===== src/rtl/life_pkg.sv =====
// life_pkg: shared FSM state type and sizing constants for the life array scan-out.
package life_pkg;
    typedef enum logic [2:0] {IDLE, STEP, SETTLE, CAPTURE, SHIFT} state_t;
    localparam int N_CELLS_DEFAULT = 16;
    localparam int GEN_W = 16;
endpackage


===== src/rtl/life_piso.sv =====
// life_piso: parallel-in serial-out snapshot register with a ready handshake, LSB first.
module life_piso
    import life_pkg::*;
#(
    parameter int N = N_CELLS_DEFAULT
) (
    input  logic         clk,
    input  logic         reset,
    input  logic         load,
    input  logic         active,
    input  logic         ready,
    input  logic [N-1:0] din,
    output logic         sdata,
    output logic         sfirst,
    output logic         slast,
    output logic         last_acc
);
    localparam int IW = N > 1 ? $clog2(N) : 1;
    logic [N-1:0]  sh;
    logic [IW-1:0] idx;
    always_ff @(posedge clk or posedge reset)
        if (reset) begin
            sh  <= '0;
            idx <= '0;
        end else if (load) begin
            sh  <= din;
            idx <= '0;
        end else if (active && ready && !slast)
            idx <= idx + 1'b1;
    assign sdata    = active & sh[idx];
    assign sfirst   = active & (idx == '0);
    assign slast    = active & (idx == IW'(N - 1));
    assign last_acc = slast & ready;
endmodule


===== src/rtl/life_scan_out.sv =====
// life_scan_out: steps the life array on request and streams a snapshot of its cells out serially.
module life_scan_out
    import life_pkg::*;
#(
    parameter int N_CELLS    = N_CELLS_DEFAULT,
    parameter int SETTLE_CYC = 1
) (
    input  logic               clk,
    input  logic               reset,
    input  logic [N_CELLS-1:0] alive,
    input  logic               step_req,
    input  logic               scan_req,
    output logic               run,
    output logic               busy,
    output logic               sdata,
    output logic               svalid,
    input  logic               out_ready,
    output logic               sfirst,
    output logic               slast,
    output logic               done,
    output logic [GEN_W-1:0]   gen_count
);
    localparam int SW = SETTLE_CYC > 1 ? $clog2(SETTLE_CYC) : 1;
    state_t        state, nxt;
    logic [SW-1:0] cnt;
    logic          last_acc;
    always_ff @(posedge clk or posedge reset)
        if (reset) state <= IDLE;
        else       state <= nxt;
    always_comb begin
        nxt = state;
        case (state)
            IDLE:    nxt = step_req ? STEP : scan_req ? CAPTURE : IDLE;
            STEP:    nxt = SETTLE_CYC == 0 ? CAPTURE : SETTLE;
            SETTLE:  nxt = cnt == '0 ? CAPTURE : SETTLE;
            CAPTURE: nxt = SHIFT;
            SHIFT:   nxt = last_acc ? IDLE : SHIFT;
            default: nxt = IDLE;
        endcase
    end
    // settle counter is loaded while stepping so SETTLE sees the full count on entry
    always_ff @(posedge clk or posedge reset)
        if (reset) begin
            cnt       <= '0;
            gen_count <= '0;
            done      <= 1'b0;
        end else begin
            if (state == STEP)
                cnt <= SW'(SETTLE_CYC - 1);
            else if (state == SETTLE && cnt != '0)
                cnt <= cnt - 1'b1;
            if (state == STEP)
                gen_count <= gen_count + 1'b1;
            done <= (state == SHIFT) && last_acc;
        end
    assign run    = state == STEP;
    assign busy   = state != IDLE;
    assign svalid = state == SHIFT;
    life_piso #(.N(N_CELLS)) u_piso (
        .clk      (clk),
        .reset    (reset),
        .load     (state == CAPTURE),
        .active   (svalid),
        .ready    (out_ready),
        .din      (alive),
        .sdata    (sdata),
        .sfirst   (sfirst),
        .slast    (slast),
        .last_acc (last_acc)
    );
endmodule


===== config.mk =====
export PLATFORM = sky130hd
export DESIGN_NAME = life_scan_out
export DESIGN_NICKNAME = d
export VERILOG_FILES = /design/src/rtl/life_pkg.sv /design/src/rtl/life_piso.sv /design/src/rtl/life_scan_out.sv
export SDC_FILE = /design/constraint.sdc
export NUM_CORES = 1
export LEC_CHECK = 0
export BUFFER_PORTS_ARGS = -buffer_cell sky130_fd_sc_hd__buf_2
export CORE_UTILIZATION = 44
export CTS_CLUSTER_SIZE = 25
export DETAILED_ROUTE_END_ITERATION = 10
export PLACE_DENSITY = 0.74
export SKIP_LAST_GASP = 1
export SLEW_MARGIN = 30
export SYNTH_ARGS = -nofsm -noshare
export SYNTH_HDL_FRONTEND = slang
export SYNTH_SLANG_ARGS = --single-unit

===== constraint.sdc =====
create_clock -name clk -period 4.57 [get_ports clk]
set_clock_uncertainty 0.1 [all_clocks]
set_input_delay 0.457 -clock clk [delete_from_list [all_inputs] [get_ports clk]]
set_output_delay 0.457 -clock clk [all_outputs]
set_load 0.01 [all_outputs]

==> metrics.cfg <==
[status]
status = complete, no violations

[finish]
nets = 261
diodes = 0
fillerInstances = 379
multi_input_area_um2 = 827
drive_above_1_share_pct = 25.2
syn2layout_area_growth_pct = 17.6
final_util_pct = 55.3
seq_area_mm2 = 0.00103

[timing]
maxClockFrequency_ghz = 0.413
tightestPinTransition_ns = 0.513
fin_crit_sh_pct = 53.0
maxSlewViolCount = 0
hold_violations = 0
setup-violations-final = 0
rsz0062_at_grt = false
min_period_ns = 2.42
slew_headroom_pct = 65.8
setup_tns_ns = 0

[cts]
cts.sinks = 41
post-cts-setup-buffers = 0
htree_levels = 2
post_cts_resized = 0
numCtsBuffers = 5
clk_latency_ns = 0.29
root_buffer = clkbuf_8
cts_buffer_depth = 2
clk_pin_slew_worst_paths_ns = 0.08
holdBufCountCts = 0
cts_tree = yes

[yosys]
synth_cell_types = 35
ys_seq_area_share_pct = 53.4
ys_top_cells_by_area = dfrtp_1 (53%), nand2_1 (12%), xor2_1 (4.6%)
synth-seq-cells = 41
yosysTopAreaCell = dfrtp_1
synth_nets = 217
yosys_warnings = 0
synth_top_area_share_pct = 53.4
netlist_area_mm2 = 0.00192
avgSynthCellArea_um2 = 9.96
syn_inst = 193

[die]
core_mm2 = 0.00409
rows = 23
ios = 44
dieWidth_um = 68.1
die_area_mm2 = 0.00464
start_util_pct = 47.0
die_h_um = 68.1

[run]
max-cap-violations = 0

[route]
via_per_inst = 5.02
dr_total_vias = 1447
dr.pass1.iters = 4
drtAntennaViolNets = 0
drc = 0
routedWlPerCell_um = 12.7
drt_iter0_drc = 88
routed_wl_um = 3650

[grt]
grt_max_degree = 42
grt_remaining_overflow = 0
grt_pass1_vias = 1346
grt.total_usage_pct = 18.2
grt_pass1_wl_um = 6130
antenna_found_initial = 0

[setup_path]
reg2reg_slack_ns = 2.89
setup.worst_path.start = u_piso.idx[1]$_DFFE_PP0P_
path_max_fanout = 9
r2r-end = gen_count[12]$_DFFE_PP0P_
arrival_ns = 1.86
path_buf_inv = 1
r2r_start = state[2]$_DFF_PP0_
crit_family = compound AO/OA/AOI/OAI gates
cp_cell_sequence = mux4_2 -> o22ai_1 -> a311o_1 -> a21oi_1 -> buf_2
critPathMaxStageDelay_ns = 0.49
crit_required_ns = 4.01
cp-end-kind = output pin
r2r_cells = 4
worstSetupPathType = reg2out
cp.depth = 5
setup.worst_path.start_class = register
endpoint = sdata
slowest_stage = dfrtp_1

[placed_design]
dp_hpwl_um = 2610
io_buffers = 43
place.gp.congestion = 0.793

[pwr]
power_leakage_nw = 1.18
ir_worst_vdd_v = 0.000261
power.density_mw_per_mm2 = 540

[worst_hold_path]
hold_class = in2async

## worst min path at each step
stage / start / end / slack [ns] / depth (start not counted)
after floorplan: u_piso.sh[7]$_DFFE_PP0N_ / u_piso.sh[7]$_DFFE_PP0N_ / 0.34 / 2
after global placement: gen_count[15]$_DFFE_PP0P_ / gen_count[15]$_DFFE_PP0P_ / 0.35 / 1
after detailed placement: gen_count[15]$_DFFE_PP0P_ / gen_count[15]$_DFFE_PP0P_ / 0.36 / 1
after CTS: reset / gen_count[12]$_DFFE_PP0P_ / 0.20 / 3
after global routing: reset / gen_count[15]$_DFFE_PP0P_ / 0.24 / 3
final: reset / gen_count[14]$_DFFE_PP0P_ / 0.18 / 3
## per-layer routing
layer  up-vias  global-route usage [%]  routed length [um]
met2        35                    27.1                1620
met5         -                       0                   0
li1        718                       -                   -
met4         0                    7.55                  68
met3         7                    5.67                 175
met1       687                    24.3                1780
## cells in the mapped netlist
| cell type | instances |
|---|---|
| a2111oi_0 | 1 |
| a21oi_1 | 1 |
| a311o_1 | 1 |
| a31oi_1 | 1 |
| and3_1 | 1 |
| and3b_1 | 1 |
| and4_1 | 1 |
| and4bb_2 | 1 |
| buf_2 | 4 |
| clkbuf_1 | 4 |
| dfrtp_1 | 41 |
| ha_1 | 3 |
| inv_1 | 9 |
| mux2_2 | 2 |
| mux2i_1 | 4 |
| mux4_2 | 2 |
| nand2_1 | 59 |
| nand3_1 | 8 |
| nand4_1 | 1 |
| nand4_4 | 1 |
| nor2_1 | 11 |
| nor3_1 | 7 |
| nor3b_4 | 1 |
| nor4_2 | 1 |
| nor4b_1 | 1 |
| o2111ai_1 | 1 |
| o211ai_1 | 1 |
| o21a_1 | 1 |
| o21ai_0 | 2 |
| o22ai_1 | 1 |
| o31ai_1 | 1 |
| or2_2 | 1 |
| or3_2 | 1 |
| xnor2_1 | 7 |
| xor2_1 | 10 |
## report_power, final
| group | internal, mW | switching, mW |
|---|---|---|
| sequential | 0.476 | 0.115 |
| clock | 0.109 | 0.119 |
| combinational | 0.195 | 0.208 |
| total | 0.779 | 0.442 |
## final cells by class
cell class                      instances  share of cell area [%]
Clock buffer                            8                    3.54
Inverter                                9                    1.50
Multi-Input combinational cell        135                    36.6
Sequential cell                        41                    45.4
Tap cell                               50                    2.77
Timing Repair Buffer                   45                    10.2
## kinds of logic after synthesis
| family | after synthesis | synth area share [%] |
|---|---|---|
| xor gates and xnor gates | 17 | 7.75 |
| AOI/OAI and AO/OA | 11 | 4.04 |
| DFF | 41 | 53.4 |
| muxes | 8 | 5.60 |
| and+or+nand+nor | 96 | 23.7 |
| adders and majority gates | 3 | 1.95 |
| buffers and inverters | 17 | 3.58 |
## registers in the layout, summed over array words and instances, names as in the netlist
signal      cells
cnt             1
done            1
gen_count      16
state           3
u_piso.idx      4
u_piso.sh      16
## tightest hold or removal path: stages
cell	delay, ns
buf_2	0.09
inv_1	0.04
buf_4	0.43
## per-stage QoR
step | hold WS (ns) | power (mW) | cell area [um2] | instances | worst slack, ns
after CTS | 0.200 | 1.23 | 2260 | 288 | 2.14
after global routing | 0.237 | 1.32 | 2260 | 288 | 2.02
final | 0.180 | 1.22 | 2260 | 288 | 2.15
after floorplan | 0.340 | 0.886 | 1920 | 193 | 2.55
after detailed placement | 0.361 | 1.00 | 2180 | 280 | 2.46
after global placement | 0.354 | 0.982 | 2180 | 280 | 2.46
## cells in the final DEF (no fill, tap or decap), drive strengths merged, types with 4 or more instances in the layout
master | netlist | final
buf | 4 | 45
xnor2 | 7 | 7
mux2i | 4 | 4
nand3 | 8 | 8
dfrtp | 41 | 41
clkbuf | 4 | 8
nor3 | 7 | 7
nand2 | 59 | 59
xor2 | 10 | 10
inv | 9 | 9
nor2 | 11 | 11
No activity file was read; power rests on OpenSTA's default activity.
